[src/rtl/bank_sram_write_sequencer_pkg.sv]
// Local types for the bank SRAM write sequencer.
package bank_sram_write_sequencer_pkg;
  typedef enum logic {
    IDLE = 1'b0,
    RUN  = 1'b1
  } seq_state_e;
endpackage

[src/rtl/tau_cfg_pkg.sv]
// Shared Tau configuration constants used across the butterfly datapath.
package TauCfg;
  localparam int XOR_BW = 4;
endpackage

[src/rtl/bank_sram_write_sequencer_skid.sv]
// Two-entry FIFO between the upstream beat stream and the butterfly write port.
// Full is a pure register so the upstream busy never depends on downstream busy.
module BankSramWriteSkid #(
  parameter int W = 128
) (
  input  logic         i_clk,
  input  logic         i_rst,
  input  logic         i_push,
  output logic         o_full,
  input  logic [W-1:0] i_data,
  output logic         o_dval,
  input  logic         i_pop_busy,
  output logic [W-1:0] o_data
);

  logic [W-1:0] head_q;
  logic [W-1:0] tail_q;
  logic [1:0]   cnt_q;
  logic         push;
  logic         pop;

  assign push   = i_push && (cnt_q != 2'd2);
  assign pop    = (cnt_q != 2'd0) && !i_pop_busy;
  assign o_full = (cnt_q == 2'd2);
  assign o_dval = (cnt_q != 2'd0);
  assign o_data = head_q;

  always_ff @(posedge i_clk) begin
    if (!i_rst) begin
      head_q <= '0;
      tail_q <= '0;
      cnt_q  <= 2'd0;
    end else begin
      case ({push, pop})
        2'b11: begin
          // Occupancy holds; the head advances and the new beat takes the freed slot.
          if (cnt_q == 2'd1) begin
            head_q <= i_data;
          end else begin
            head_q <= tail_q;
            tail_q <= i_data;
          end
        end
        2'b10: begin
          if (cnt_q == 2'd0) head_q <= i_data;
          else               tail_q <= i_data;
          cnt_q <= cnt_q + 2'd1;
        end
        2'b01: begin
          head_q <= tail_q;
          cnt_q  <= cnt_q - 2'd1;
        end
        default: ;
      endcase
    end
  end

endmodule

[src/rtl/bank_sram_write_sequencer.sv]
// Sequences a configured number of beats into the butterfly write stage,
// generating the wrapping row address and carrying the xor configuration.
module bank_sram_write_sequencer
  import bank_sram_write_sequencer_pkg::*;
#(
  parameter int BW      = 8,
  parameter int NBANK   = 16,
  parameter int NDATA   = 32,
  parameter int XOR_BW  = TauCfg::XOR_BW,
  parameter int CNT_BW  = 16,
  localparam int HA_BW   = $clog2(NDATA),
  localparam int SEL_BW  = $clog2(NBANK),
  localparam int SWAP_BW = ($clog2(SEL_BW) > 0) ? $clog2(SEL_BW) : 1
) (
  input  logic                     i_clk,
  input  logic                     i_rst,
  input  logic                     i_cfg_dval,
  output logic                     o_cfg_busy,
  input  logic [HA_BW-1:0]         i_cfg_base,
  input  logic [CNT_BW-1:0]        i_cfg_nbeat,
  input  logic [XOR_BW*SEL_BW-1:0] i_cfg_xor_src,
  input  logic [SWAP_BW-1:0]       i_cfg_xor_swap,
  input  logic                     i_dval,
  output logic                     o_busy,
  input  logic [BW*NBANK-1:0]      i_data,
  output logic                     o_dval,
  input  logic                     i_busy,
  output logic [BW*NBANK-1:0]      o_data,
  output logic [HA_BW-1:0]         o_hiaddr,
  output logic [XOR_BW*SEL_BW-1:0] o_xor_src,
  output logic [SWAP_BW-1:0]       o_xor_swap,
  output logic                     o_last,
  output logic                     o_done
);

  seq_state_e                 state_q;
  logic [CNT_BW-1:0]          nbeat_q;
  logic [XOR_BW*SEL_BW-1:0]   xor_src_q;
  logic [SWAP_BW-1:0]         xor_swap_q;
  logic [HA_BW-1:0]           hiaddr_q;
  logic [CNT_BW-1:0]          in_cnt_q;
  logic [CNT_BW-1:0]          out_cnt_q;
  logic                       zero_done_q;

  logic fifo_full;
  logic fifo_dval;
  logic busy;
  logic cfg_hs;
  logic in_hs;
  logic pop;
  logic last;

  assign busy   = fifo_full || (state_q != RUN) || (in_cnt_q == nbeat_q);
  assign cfg_hs = i_cfg_dval && (state_q == IDLE);
  assign in_hs  = i_dval && !busy;
  assign pop    = fifo_dval && !i_busy;
  assign last   = fifo_dval && (out_cnt_q == nbeat_q - CNT_BW'(1));

  assign o_busy     = busy;
  assign o_cfg_busy = (state_q == RUN);
  assign o_dval     = fifo_dval;
  assign o_hiaddr   = hiaddr_q;
  assign o_xor_src  = xor_src_q;
  assign o_xor_swap = xor_swap_q;
  assign o_last     = last;
  // Completion must coincide with the final write handshake, so it cannot be registered.
  assign o_done     = (pop && last) || zero_done_q;

  BankSramWriteSkid #(
    .W(BW*NBANK)
  ) u_skid (
    .i_clk      (i_clk),
    .i_rst      (i_rst),
    .i_push     (in_hs),
    .o_full     (fifo_full),
    .i_data     (i_data),
    .o_dval     (fifo_dval),
    .i_pop_busy (i_busy),
    .o_data     (o_data)
  );

  always_ff @(posedge i_clk) begin
    if (!i_rst) begin
      state_q     <= IDLE;
      nbeat_q     <= '0;
      xor_src_q   <= '0;
      xor_swap_q  <= '0;
      hiaddr_q    <= '0;
      in_cnt_q    <= '0;
      out_cnt_q   <= '0;
      zero_done_q <= 1'b0;
    end else begin
      zero_done_q <= 1'b0;
      case (state_q)
        IDLE: begin
          if (cfg_hs) begin
            nbeat_q    <= i_cfg_nbeat;
            xor_src_q  <= i_cfg_xor_src;
            xor_swap_q <= i_cfg_xor_swap;
            hiaddr_q   <= i_cfg_base;
            in_cnt_q   <= '0;
            out_cnt_q  <= '0;
            if (i_cfg_nbeat != '0) state_q     <= RUN;
            else                   zero_done_q <= 1'b1;
          end
        end
        RUN: begin
          if (in_hs) in_cnt_q <= in_cnt_q + CNT_BW'(1);
          if (pop) begin
            out_cnt_q <= out_cnt_q + CNT_BW'(1);
            hiaddr_q  <= (hiaddr_q == HA_BW'(NDATA - 1)) ? '0 : hiaddr_q + HA_BW'(1);
            if (last) state_q <= IDLE;
          end
        end
        default: state_q <= IDLE;
      endcase
    end
  end

endmodule

[config.mk]
export PLATFORM = sky130hd
export DESIGN_NAME = bank_sram_write_sequencer
export DESIGN_NICKNAME = d
export VERILOG_FILES = /design/src/rtl/bank_sram_write_sequencer_pkg.sv /design/src/rtl/tau_cfg_pkg.sv /design/src/rtl/bank_sram_write_sequencer_skid.sv /design/src/rtl/bank_sram_write_sequencer.sv
export SDC_FILE = /design/constraint.sdc
export NUM_CORES = 1
export LEC_CHECK = 0
export ABC_AREA = 1
export CORE_AREA = 10 10 345 214
export DETAILED_ROUTE_END_ITERATION = 10
export DIE_AREA = 0 0 355 224
export PLACE_DENSITY = 0.47
export REMOVE_ABC_BUFFERS = 1
export SYNTH_ARGS = -nofsm -noshare
export SYNTH_HDL_FRONTEND = slang
export SYNTH_HIERARCHICAL = 1
export SYNTH_SLANG_ARGS = --single-unit
export TNS_END_PERCENT = 10
[constraint.sdc]
create_clock -name i_clk -period 2.93 [get_ports i_clk]
set_input_delay 0.293 -clock i_clk [delete_from_list [all_inputs] [get_ports i_clk]]
set_output_delay 0.293 -clock i_clk [all_outputs]
set_load 0.01 [all_outputs]
Word-level counts from Yosys, hierarchy flattened
Cells that the tools add are included.
{"block": "totals", "register_bits": 331, "latchBits": 0, "mem_bits_rw": 0, "mem_bits_ro": 0, "output_inout_bits": 156, "mem_count": 0}
{"block": "op_classes", "n_addsub": 6, "multipliers": 0, "n_div": 0, "magnitude_cmp": 0, "n_eq_ne": 15, "n_shift": 0, "muxes": 22, "bitwise_logic": 3, "n_reduce_logical": 23}
{"operator": "2-to-1 mux 128 bit", "n": 4}
{"operator": "one-hot mux 128 bit (3 select lines)", "n": 1}
{"operator": "one-hot mux 128 bit (2 select lines)", "n": 1}
{"operator": "one-hot mux 16 bit (2 select lines)", "n": 2}
{"operator": "2-to-1 mux 16 bit", "n": 3}
{"operator": "adder 16 x 1 -> 16 bit, second input constant", "n": 2}
{"operator": "== test 16 bit", "n": 2}
{"operator": "nonzero test 16 bit", "n": 1}
{"operator": "subtractor 16 x 1 -> 16 bit, second input constant", "n": 1}
{"operator": "2-to-1 mux 5 bit", "n": 3}
{"operator": "one-hot mux 5 bit (2 select lines)", "n": 1}
{"operator": "!= test 2 bit, second input constant", "n": 4}
{"operator": "AND reduction 2 bit", "n": 4}
{"operator": "== test 2 bit, second input constant", "n": 3}
{"operator": "logical AND 1 bit", "n": 6}
{"operator": "!= test 2 x 1 -> 1 bit, second input constant", "n": 3}
{"operator": "nonzero test 2 bit", "n": 3}
{"operator": "adder 5 x 1 -> 5 bit, second input constant", "n": 1}
{"operator": "== test 5 bit, second input constant", "n": 1}
{"operator": "2-to-1 mux 1 bit", "n": 5}
{"operator": "== test 2 x 1 -> 1 bit, second input constant", "n": 2}
{"operator": "one-hot mux 2 bit (2 select lines)", "n": 1}
{"operator": "logical OR 1 bit", "n": 3}
{"operator": "inverter 1 bit", "n": 3}
{"operator": "8 further kinds", "n": 9}

Depth between registers and ports, before layout
Gate-level depths: netlist of the first run.
{"block": "depth", "word_depth": 9, "ltp_mapped": 18, "ltp_nobuf": 15}

Hierarchy
The synthesis of the first run kept the hierarchy.
{"module": "BankSramWriteSkid", "instances": 1, "cells_per_inst": 2675, "area_each_um2": 15866.5, "seq_area_each_um2": 5165.0}
{"module": "bank_sram_write_sequencer", "instances": 1, "cells_per_inst": 624, "area_each_um2": 4191.5, "seq_area_each_um2": 1461.4}

Least setup slack after synthesis of the first run
No wires, ideal clock.
{"block": "synth_path", "path_type": "register to register", "start": "register nbeat_q[11]", "end": "register u_skid.head_q[66], in the netlist u_skid/o_data[66]", "setup_time_ns": 0.112, "arrival_ns": 2.133, "path_slack_ns": 0.685, "stages_incl_launch_ff": 16, "path_buffers": 4, "period_less_slack_ns": 2.245, "path_cell_list": "dfxtp_1 > buf_2 > xnor2_1 > nand4_1 > nor2_1 > nand2_2 > nand4_4 > inv_1 > nand2_1 > ha_1 > buf_2 > buf_2 > buf_1 > a21oi_1 > nor2_1 > nor2_1"}
{"block": "synth_via", "elab_chain_len": 8, "word_cells_on_any_way": 12}
{"item": "from (decl)", "line": "bank_sram_write_sequencer.sv:37", "source": "logic [CNT_BW-1:0] nbeat_q;"}
{"item": "from (signal assigned)", "line": "bank_sram_write_sequencer.sv:97", "source": "nbeat_q <= i_cfg_nbeat;"}
{"item": "== test 16 bit (*)", "line": "bank_sram_write_sequencer.sv:53", "source": "assign busy = fifo_full || (state_q != RUN) || (in_cnt_q == nbeat_q);"}
{"item": "logical OR 1 bit (*)", "line": "bank_sram_write_sequencer.sv:53"}
{"item": "zero test 1 bit (*)", "line": "bank_sram_write_sequencer.sv:55", "source": "assign in_hs = i_dval && !busy;"}
{"item": "logical AND 1 bit (*)", "line": "bank_sram_write_sequencer.sv:55"}
{"item": "via in_hs", "line": "bank_sram_write_sequencer.sv:49", "source": "logic in_hs;"}
{"item": "logical AND 1 bit (*)", "line": "bank_sram_write_sequencer_skid.sv:22", "source": "assign push = i_push && (cnt_q != 2'd2);"}
{"item": "== test 2 bit or == test 2 x 1 -> 1 bit (tied branches)", "line": "bank_sram_write_sequencer_skid.sv:34", "source": "case ({push, pop})"}
{"item": "!= test 2 x 1 -> 1 bit (no line) or nonzero test 3 bit (tied branches)"}
{"item": "AND reduction 2 bit (no line)"}
{"item": "to (signal assigned)", "line": "bank_sram_write_sequencer_skid.sv:38", "source": "head_q <= i_data;"}
{"item": "to (signal assigned)", "line": "bank_sram_write_sequencer_skid.sv:40", "source": "head_q <= tail_q;"}
{"item": "to (signal assigned)", "line": "bank_sram_write_sequencer_skid.sv:45", "source": "if (cnt_q == 2'd0) head_q <= i_data;"}
{"item": "to (decl)", "line": "bank_sram_write_sequencer_skid.sv:16", "source": "logic [W-1:0] head_q;"}
Mark *: on every way through the listed nets, which the timed path passes. The rest lies on a longest branch.
A chain may end at the register's enable or synchronous reset.

Worst setup path in the final report of the first run
{"block": "layout_path", "start": "register nbeat_q[1]", "end": "output o_done"}
{"block": "layout_via", "elab_chain_len": 5}
{"item": "subtractor 16 x 1 -> 16 bit", "line": "bank_sram_write_sequencer.sv:57", "source": "assign last = fifo_dval && (out_cnt_q == nbeat_q - CNT_BW'(1));"}
{"item": "== test 16 bit", "line": "bank_sram_write_sequencer.sv:57"}
{"item": "logical AND 1 bit", "line": "bank_sram_write_sequencer.sv:57"}
{"item": "logical AND 1 bit", "line": "bank_sram_write_sequencer.sv:67", "source": "assign o_done = (pop && last) || zero_done_q;"}
{"item": "logical OR 1 bit", "line": "bank_sram_write_sequencer.sv:67"}
{"item": "to (decl)", "line": "bank_sram_write_sequencer.sv:33", "source": "output logic o_done"}
No other way between the ends.

==> results of run 1 <==
-- cells in the final DEF (no fill, tap or decap), drive strengths merged, types with 13 or more instances in the layout --
cell type         n
nand3           300
a21oi           297
xnor2            21
inv             321
clkdlybuf4s50   324
dfxtp           331
nor3             16
nand4            13
o21ai            54
buf              79
clkbuf           55
nor2            498
xor2             19
nand2          1024
nand3b          129
-- kinds of logic (layout without fill, tap and decap cells) --
kind of cell,Yosys count,count (layout)
and+or+nand+nor,1989,1989
other,0,2
xor gates and xnor gates,40,40
adders and majority gates,11,11
buffers and inverters,563,794
AOI/OAI and AO/OA,365,365
DFF,331,331
-- power by group --
group	total (mW)	leakage (nW)	switching (mW)	internal, mW
registers	6.27	2.70	0.658	5.61
logic	10.6	7.45	6.22	4.42
clock network	5.16	0.651	2.11	3.05
total	22.1	10.8	8.99	13.1
-- layer usage --
layer	track usage, %	up-vias	wire [µm]
li1	-	10700	-
met1	26.7	9270	38300
met2	24.7	481	28600
met3	3.60	68	4240
met4	3.31	2	936
met5	0	-	15
-- state kept, by name, summed over array words and instances (netlist names) --
name,flops
in_cnt_q,16
nbeat_q,16
o_cfg_busy,1
o_hiaddr,5
o_xor_src,16
o_xor_swap,2
out_cnt_q,16
u_skid/cnt_q,2
u_skid/o_data,128
u_skid/tail_q,128
zero_done_q,1
-- worst register-to-register path, cell delays in order, from the launching register on --
cell and delay [ns]:
dfxtp_1 0.45, xnor2_1 0.15, nand4_1 0.19, nor2_1 0.17, nand2_2 0.10, nand4_4 0.07, inv_1 0.08, nand2_1 0.16
inv_1 0.11, ha_4 0.19, inv_1 0.05, nand2_1 0.08, nand2_4 0.12, buf_12 0.23, buf_12 0.24, nand3_1 0.08
nand2_1 0.06, nor2_1 0.05
-- layout make-up --
| cell class | instances | area, µm² |
|---|---|---|
| inverter | 321 | 1210 |
| clock buffer | 54 | 1130 |
| multi-input combinational | 2405 | 10900 |
| sequential | 331 | 6630 |
| clock inverter | 15 | 184 |
| fill | 7335 | 41900 |
| timing repair buffer | 404 | 4230 |
| antenna | 2 | 5.00 |
| tap | 912 | 1140 |
-- timing repair --
item                                    4_1_cts  5_1_grt
pin swaps                                     2        2
setup buffers                                 1        0
gates resized for setup                      11        9
endpoints found under the setup margin        2        2
-- worst max path at each step --
stage | to | depth (start not counted) | from
2_1_floorplan | u_skid/tail_q[0]$_SDFFE_PN0P_ | 9 | u_skid/cnt_q[0]$_SDFFE_PN0N_
3_3_place_gp | o_done | 14 | nbeat_q[0]$_SDFFE_PN0P_
3_5_place_dp | o_done | 14 | nbeat_q[0]$_SDFFE_PN0P_
4_1_cts | o_done | 13 | nbeat_q[0]$_SDFFE_PN0P_
5_1_grt | o_done | 12 | nbeat_q[1]$_SDFFE_PN0P_
6_report | o_done | 12 | nbeat_q[1]$_SDFFE_PN0P_
==> impl_metrics.csv, run 1 <==
group,metric,value,unit
worst_setup_path,cpMostUsedCell,"nor2_2",
die,core_area,67400,µm²
logic_synthesis,synthMuxAreaShare,0,%
worst_setup_path,rr_endpoint,"u_skid/tail_q[79]$_SDFFE_PN0P_",
timing,min_period_over_period,94.4,%
logic_synthesis,synth_top_family_by_area,"simple AND/OR/NAND/NOR gates",
worst_setup_path,rr_startpoint,"in_cnt_q[11]$_SDFFE_PN0P_",
logic_synthesis,yosysTopAreaCellShare,33.0,%
global_route,grt_pass1_wl,114000,µm
global_route,antenna_found_initial,3,
detailed_routing,drcViolationCount,0,
global_route,grtUsageTotal,17.5,%
worst_setup_path,path_cells,"inv_1, ha_2, xor2_1, nand2_1, nor2_2, nand2_1, nor2_2, nand3_1, nor2_2, nand4_1, nand2_2, buf_2",
die,design.die.area,79500,µm²
power_and_ir_drop,power_density,866,nW/µm²
detailed_routing,drtPass1Iterations,6,
worst_setup_path,endpoint_kind,"primary output",
hold_path,min-delay-start,"i_rst",
cells_and_area,area_growth,27.0,%
cells_and_area,postLayoutCoreUtil,37.8,%
clock_tree,insertion_delay,0.57,ns
die,start_util,29.8,%
logic_synthesis,yosysSeqAreaShare,33.0,%
hold_path,holdPathStages,3,
power_and_ir_drop,report.power.total,22.1,mW
detailed_routing,routedWlPerCell,16.2,µm
worst_setup_path,required,2.64,ns
placed_design,place_area,24100,µm²
cells_and_area,postLayoutCellArea,25500,µm²
logic_synthesis,avgSynthCellArea,6.08,µm²
clock_tree,cts.sinks,331,
logic_synthesis,synthAdderAreaFrac,0.686,%
worst_setup_path,reg2reg_depth,17,
logic_synthesis,synthCells,3299,
timing,fmax,361,MHz
worst_setup_path,cp.arrival,2.47,ns
logic_synthesis,yosys-top-cells-area,"dfxtp_1 (33%), nand2_1 (19%), nor2_1 (9.3%)",
die,num_rows,74,
clock_tree,clkTransAtPathRegs,0.06,ns
timing,finClkSkew,0.0229,ns
worst_setup_path,critPathKind,"reg -> out",
clock_tree,cts_hold_buffers,0,
timing,rsz0062_at_grt,"true",
worst_setup_path,max_stage_delay,0.35,ns
worst_setup_path,critPathBufInv,2,
worst_setup_path,critPathTopFamily,"simple AND/OR/NAND/NOR gates",
logic_synthesis,synth_compound_area_share,9.31,%
die,io-pin-count,328,
hold_path,hold_path_class,"in -> reg",
global_route,grt_pass1_vias,18900,
logic_synthesis,yosysTopAreaCell,"dfxtp_1",
placed_design,port_buffers,327,
logic_synthesis,synth-warning-count,6,
clock_tree,cts-root-buf,"clkbuf_16",
logic_synthesis,synth.most_common_cell,"nand2_1",
logic_synthesis,syn_area,20100,µm²
placed_design,hpwlAfterDp,48400,µm
flow_run,cap_viol_max_count,0,
timing,fin_ws,0.163,ns
detailed_routing,wirelength,72100,µm
clock_tree,cts_buffers,39,
timing,setup_violations,0,
logic_synthesis,synth-main-ff-cell,"dfxtp_1",
worst_setup_path,path_max_fanout,3,
timing,period_minus_slack,2.77,ns
clock_tree,clk_path_buf_depth,3,
logic_synthesis,synth-edff-count,0,
timing,slew_violations,0,
worst_setup_path,r2r_slack,0.24,ns
cells_and_area,stdcell_count,4444,
worst_setup_path,crit_path_start_kind,"register",
logic_synthesis,ys_async_sr_fraction,0,%
clock_tree,h-tree-depth,2,
logic_synthesis,synth_commonest_cells,"nand2_1 (1016), nor2_1 (495), dfxtp_1 (331)",
die,die-height,224,µm
cells_and_area,layout-drive-gt1-share,5.24,%
logic_synthesis,synth_seq_cells,331,
worst_setup_path,cpMaxStageDelayCell,"dfxtp_2",
placed_design,gp_congestion,0.836,
placed_design,pre_cts_ws,0.212,ns
logic_synthesis,ys_types,43,
placed_design,dp_cells,4372,
timing,slew_headroom,31.8,%
detailed_routing,routed_via_density,4.62,
die,dieWidth,355,µm
logic_synthesis,yosys.area_share.xor_xnor,1.75,%
timing,whs,0.134,ns
hold_path,whs_endpoint,"u_skid/tail_q[102]$_SDFFE_PN0P_",
timing,final-hold-violation-count,0,
logic_synthesis,yosys.area_share.simple,42.3,%
detailed_routing,num_vias,20500,
global_route,grt_max_degree,106,
run_status,status,"complete, no violations",
global_route,grt-ovfl-total,0,
cells_and_area,nets,3685,
clock_tree,tritoncts,"done",
detailed_routing,drtAntennaViolNets,0,
timing,worstMarginPinSlew,1.02,ns
power_and_ir_drop,p_leak,10.8,nW
timing,setup_tns,0,ns
detailed_routing,drtIter0Drc,1645,
power_and_ir_drop,ir_drop,513,µV
(Power assumes the default switching activity.)
==> run 2: changes to the inputs <==
--- a/config.mk
+++ b/config.mk
@@ -6,10 +6,13 @@
 export NUM_CORES = 1
 export LEC_CHECK = 0
 export ABC_AREA = 1
-export CORE_AREA = 10 10 345 214
+export CAP_MARGIN = 25
+export CELL_PAD_IN_SITES_DETAIL_PLACEMENT = 1
+export CELL_PAD_IN_SITES_GLOBAL_PLACEMENT = 1
+export CORE_AREA = 2 2 337 206
 export DETAILED_ROUTE_END_ITERATION = 10
-export DIE_AREA = 0 0 355 224
-export PLACE_DENSITY = 0.47
+export DIE_AREA = 0 0 339 208
+export PLACE_DENSITY = 0.64
 export REMOVE_ABC_BUFFERS = 1
 export SYNTH_ARGS = -nofsm -noshare
 export SYNTH_HDL_FRONTEND = slang
==> impl_metrics.csv, run 2 (synthesis gave the netlist of run 1 again) <==
group,metric,value,unit
cells_and_area,final_common_cell,"nand2_1",
die,core_area,67300,µm²
timing,whs,0.179,ns
clock_tree,insertion_delay,0.57,ns
global_route,grtUsageTotal,21.6,%
clock_tree,clkTransAtPathRegs,0.06,ns
cells_and_area,layout-drive-gt1-share,4.85,%
clock_tree,clk_path_buf_depth,3,
power_and_ir_drop,ir_drop,368,µV
die,io-pin-count,328,
clock_tree,cts.sinks,331,
hold_path,hold_path_class,"in -> reg",
timing,min_period_over_period,94.8,%
timing,rsz0062_at_grt,"true",
placed_design,gp_congestion,0.856,
worst_setup_path,endpoint_kind,"primary output",
cells_and_area,fillers,8654,
global_route,grt_pass1_wl,124000,µm
timing,slew_headroom,46.9,%
timing,finClkSkew,0.0189,ns
cells_and_area,area_growth,26.2,%
detailed_routing,drtIter0Drc,1285,
placed_design,port_buffers,327,
detailed_routing,routedWlPerCell,17.9,µm
placed_design,dp_cells,4349,
clock_tree,cts_buffers,39,
cells_and_area,stdcell_count,4421,
cells_and_area,postLayoutCoreUtil,37.6,%
worst_setup_path,max_stage_delay,0.35,ns
run_status,status,"complete, no violations",
timing,slew_violations,0,
clock_tree,tritoncts,"done",
power_and_ir_drop,power_density,877,nW/µm²
timing,setup_violations,0,
global_route,grt_pass1_vias,22200,
cells_and_area,nets,3664,
worst_setup_path,path_max_fanout,4,
worst_setup_path,cp.arrival,2.48,ns
timing,fmax,360,MHz
worst_setup_path,cpMaxStageDelayCell,"dfxtp_2",
global_route,grt_max_degree,129,
detailed_routing,drtPass1Iterations,7,
detailed_routing,num_vias,21800,
detailed_routing,wirelength,79200,µm
worst_setup_path,crit_path_start_kind,"register",
power_and_ir_drop,p_leak,10.7,nW
die,num_rows,74,
cells_and_area,final_cell_mix,"nand2_1 (1011), nor2_1 (490), clkdlybuf4s50_1 (324), dfxtp_1 (318), inv_1 (313)",
timing,period_minus_slack,2.78,ns
cells_and_area,multiInputGateArea,11000,µm²
die,dieWidth,339,µm
timing,worstMarginPinSlew,0.797,ns
timing,setup_tns,0,ns
power_and_ir_drop,report.power.total,22.2,mW
detailed_routing,drcViolationCount,0,
worst_setup_path,required,2.64,ns
clock_tree,cts-root-buf,"clkbuf_16",
cells_and_area,seq_area,6650,µm²
die,design.die.area,70500,µm²
worst_setup_path,critPathKind,"reg -> out",
flow_run,cap_viol_max_count,0,
die,start_util,29.8,%
worst_setup_path,path_cells,"inv_1, ha_2, inv_2, nand2_1, nor2_1, nand2_1, nor2_1, nand2_1, nor2_2, nand3_1, nor2_2, nand4_1, nand2_1, clkdlybuf4s15_1",
global_route,antenna_found_initial,3,
detailed_routing,routed_via_density,4.92,
global_route,grt-ovfl-total,0,
detailed_routing,drtAntennaViolNets,0,
clock_tree,h-tree-depth,2,
die,die-height,208,µm
timing,final-hold-violation-count,0,
worst_setup_path,cpMostUsedCell,"nand2_1",
placed_design,hpwlAfterDp,51300,µm
run 2: cell count changes in the layout (fill, tap and decap cells not counted), sizes merged:
| cell | previous run | this run |
|---|---|---|
| clkinv | 9 | 7 |
| clkdlybuf4s15 | 0 | 2 |
| buf | 79 | 56 |
| clkinvlp | 2 | 1 |
| diode | 2 | 1 |
| clkbuf | 55 | 57 |
run 2: metal layers:
metal / vias to the layer above / global-route usage [%] / wire [µm]
met5: - / 0 / 23
met4: 4 / 5.07 / 1420
met3: 90 / 3.26 / 3160
met2: 397 / 34.4 / 34900
met1: 10600 / 30.7 / 39700
li1: 10700 / - / -
run 2: metrics by stage:
| stage | area [µm²] | setup WS [ns] |
|---|---|---|
| after global placement | 23900 | 0.127 |
| after CTS | 25200 | 0.0213 |
| final | 25300 | 0.152 |
| after detailed placement | 23900 | 0.0314 |
| after floorplan | 18700 | -6.77 |
| after global routing | 25300 | -0.0399 |
run 2: worst max-delay path: cells and delay by family, from the launching register on:
kind | cells | cell delay [ns]
adder cells (fa/ha/maj) | 1 | 0.23
buffers and inverters | 3 | 0.39
flip-flops | 1 | 0.35
AND/OR/NAND/NOR | 10 | 0.95
run 2: power by group:
| part | total (mW) | internal, mW | switching, mW | leakage [nW] |
|---|---|---|---|---|
| sequential | 6.35 | 5.61 | 0.741 | 2.71 |
| combinational | 10.7 | 4.31 | 6.43 | 7.34 |
| clock | 5.10 | 2.98 | 2.12 | 0.631 |
run 2: cell type report:
class,count,share of cell area (%)
Multi-Input combinational cell,2405,43.3
Sequential cell,331,26.3
Timing Repair Buffer,383,16.1
Inverter,321,4.78
Tap cell,912,4.51
Clock buffer,56,4.38
Clock inverter,12,0.647
Antenna cell,1,0.00988
run 2: repair_timing:
action | in CTS | in global routing
hold buffers | 0 | 0
cloned | 0 | 1
gates resized for setup | 17 | 21
setup buffers | 0 | 2
setup endpoints to repair | 2 | 140
pin swaps | 0 | 4
run 2: final timing paths:
path | from | endpoint | slack (ns) | depth (start not counted)
setup / recovery | u_skid/cnt_q[0]$_SDFFE_PN0N_ | o_done | 0.15 | 14
setup reg to reg | in_cnt_q[13]$_SDFFE_PN0P_ | u_skid/tail_q[44]$_SDFFE_PN0P_ | 0.21 | 17
hold reg to reg | o_xor_src[6]$_SDFFE_PN0P_ | o_xor_src[6]$_SDFFE_PN0P_ | 0.49 | 2
hold / removal | i_rst | o_hiaddr[2]$_SDFFE_PN0P_ | 0.18 | 3
==> run 3: changes to the inputs <==
--- a/config.mk
+++ b/config.mk
@@ -9,10 +9,10 @@
 export CAP_MARGIN = 25
 export CELL_PAD_IN_SITES_DETAIL_PLACEMENT = 1
 export CELL_PAD_IN_SITES_GLOBAL_PLACEMENT = 1
-export CORE_AREA = 2 2 337 206
+export CORE_AREA = 2 2 300 183
 export DETAILED_ROUTE_END_ITERATION = 10
-export DIE_AREA = 0 0 339 208
-export PLACE_DENSITY = 0.64
+export DIE_AREA = 0 0 302 185
+export PLACE_DENSITY = 0.79
 export REMOVE_ABC_BUFFERS = 1
 export SYNTH_ARGS = -nofsm -noshare
 export SYNTH_HDL_FRONTEND = slang
==> impl_metrics.csv, run 3 (synthesis gave the netlist of run 1 again) <==
group,metric,value,unit
worst_setup_path,cpMostUsedCell,"nand2_1",
timing,finClkSkew,0.0147,ns
placed_design,pre_cts_ws,0.189,ns
hold_path,hold_path_class,"in -> reg",
clock_tree,cts.sinks,331,
global_route,grt_pass1_wl,122000,µm
worst_setup_path,crit_path_start_kind,"register",
cells_and_area,area_growth,24.3,%
power_and_ir_drop,power_density,886,nW/µm²
cells_and_area,postLayoutCoreUtil,46.7,%
cells_and_area,layout-drive-gt1-share,4.21,%
placed_design,gp_congestion,0.916,
die,die-height,185,µm
cells_and_area,final_cell_mix,"nand2_1 (1012), nor2_1 (492), dfxtp_1 (329), clkdlybuf4s50_1 (324), inv_1 (314)",
flow_run,cap_viol_max_count,0,
timing,min_period_over_period,95.1,%
placed_design,port_buffers,327,
die,design.die.area,55900,µm²
clock_tree,clk_path_buf_depth,3,
worst_setup_path,rr_startpoint,"in_cnt_q[10]$_SDFFE_PN0P_",
cells_and_area,postLayoutCellArea,24900,µm²
detailed_routing,drtIter0Drc,1271,
cells_and_area,fillers,7059,
run_status,status,"complete, no violations",
worst_setup_path,max_stage_delay,0.40,ns
clock_tree,cts-root-buf,"clkbuf_16",
worst_setup_path,path_max_fanout,4,
worst_setup_path,endpoint_kind,"primary output",
timing,slew_violations,0,
clock_tree,clkTransAtPathRegs,0.06,ns
power_and_ir_drop,p_int,12.8,mW
timing,fin_ws,0.145,ns
timing,whs,0.203,ns
global_route,antenna_found_initial,3,
clock_tree,cts_hold_buffers,0,
global_route,grt-ovfl-total,0,
timing,worstMarginPinSlew,0.803,ns
detailed_routing,drcViolationCount,0,
detailed_routing,routedWlPerCell,18.2,µm
worst_setup_path,cpMaxStageDelayCell,"dfxtp_1",
timing,fmax,359,MHz
power_and_ir_drop,pwr-share-comb,48.8,%
timing,period_minus_slack,2.79,ns
detailed_routing,wirelength,76700,µm
die,core_area,53400,µm²
global_route,grtUsageTotal,26.8,%
detailed_routing,routed_via_density,5.23,
power_and_ir_drop,clockPowerShare,22.4,%
timing,slew_headroom,46.5,%
worst_setup_path,worstSetupStartpoint,"nbeat_q[0]$_SDFFE_PN0P_",
cells_and_area,final_common_cell,"nand2_1",
clock_tree,tritoncts,"done",
global_route,grt_pass1_vias,23000,
detailed_routing,drtAntennaViolNets,0,
power_and_ir_drop,p_sw_share,41.9,%
clock_tree,insertion_delay,0.53,ns
clock_tree,h-tree-depth,2,
die,io-pin-count,328,
die,num_rows,66,
cells_and_area,multiInputGateArea,11000,µm²
worst_setup_path,path_cells,"inv_2, ha_4, xor2_1, nand2_1, nor2_1, nand2_1, nor2_2, nand3_1, nor2_1, nand4_1, nand2_1, clkdlybuf4s15_2",
placed_design,hpwlAfterDp,50400,µm
cells_and_area,seq_area,6630,µm²
clock_tree,postCtsSetupBuffers,0,
global_route,grt_max_degree,129,
worst_setup_path,critPathKind,"reg -> out",
clock_tree,cts_buffers,38,
timing,setup_tns,0,ns
detailed_routing,drtPass1Iterations,5,
worst_setup_path,required,2.64,ns
power_and_ir_drop,power.switching,9.24,mW
die,dieWidth,302,µm
power_and_ir_drop,power_frac_seq,28.8,%
power_and_ir_drop,p_leak,10.6,nW
die,start_util,37.5,%
cells_and_area,nets,3653,
timing,setup_violations,0,
timing,final-hold-violation-count,0,
worst_setup_path,critPathTopFamily,"simple AND/OR/NAND/NOR gates",
worst_setup_path,critPathBufInv,2,
hold_path,min-delay-start,"i_rst",
power_and_ir_drop,ir_drop,590,µV
detailed_routing,num_vias,22000,
timing,rsz0062_at_grt,"false",
placed_design,place_area,23600,µm²
worst_setup_path,cp.arrival,2.49,ns
-- run 3: what timing repair did --
action | 4_1_cts | 5_1_grt
resized for setup | 8 | 14
endpoints found under the setup margin | 2 | 26
pin swaps | 0 | 0
-- run 3: layout make-up --
| type | count | area share (%) |
|---|---|---|
| clock buffer | 55 | 4.77 |
| sequential | 331 | 26.6 |
| timing repair buffer | 373 | 16.0 |
| inverter | 321 | 4.84 |
| tap | 714 | 3.58 |
| antenna | 3 | 0.0301 |
| multi-input combinational | 2405 | 44.0 |
| clock inverter | 7 | 0.251 |
-- run 3: metal layers --
metal / part of all wire [%] / track usage [%] / wire length, µm
met5: 0 / 0 / 0
met2: 47 / 45.2 / 35900
met4: 2.1 / 7.72 / 1640
met1: 47 / 35.8 / 35800
met3: 4.4 / 3.66 / 3340
-- run 3: worst min-delay path: stages --
cell and delay (ns):
buf_8 0.22, nand2_1 0.13, nor2_1 0.04
-- run 3: power by group through the flow --
stage | Clock, mW | Combinational (mW) | Sequential, mW
after detailed placement | 0 | 10.7 | 6.42
final | 4.94 | 10.8 | 6.35
after global placement | 0 | 10.3 | 6.36
after CTS | 5.05 | 10.8 | 6.35
after global routing | 5.26 | 11.9 | 6.47
after floorplan | 0 | 4.87 | 6.26
-- run 3: worst paths after layout --
kind              slack [ns]  cells after the start                             end
setup / recovery        0.14                     12                          o_done
hold / removal          0.20                      3  u_skid/o_data[61]$_SDFFE_PN0P_
setup reg to reg        0.22                     16  u_skid/tail_q[91]$_SDFFE_PN0P_
hold reg to reg         0.48                      2       o_xor_src[2]$_SDFFE_PN0P_
-- run 3: metrics by stage --
stage | total power [mW] | std cells
after floorplan | 11.1 | 3057
after global placement | 16.6 | 4144
after detailed placement | 17.1 | 4144
after CTS | 22.2 | 4206
after global routing | 23.7 | 4209
final | 22.1 | 4209
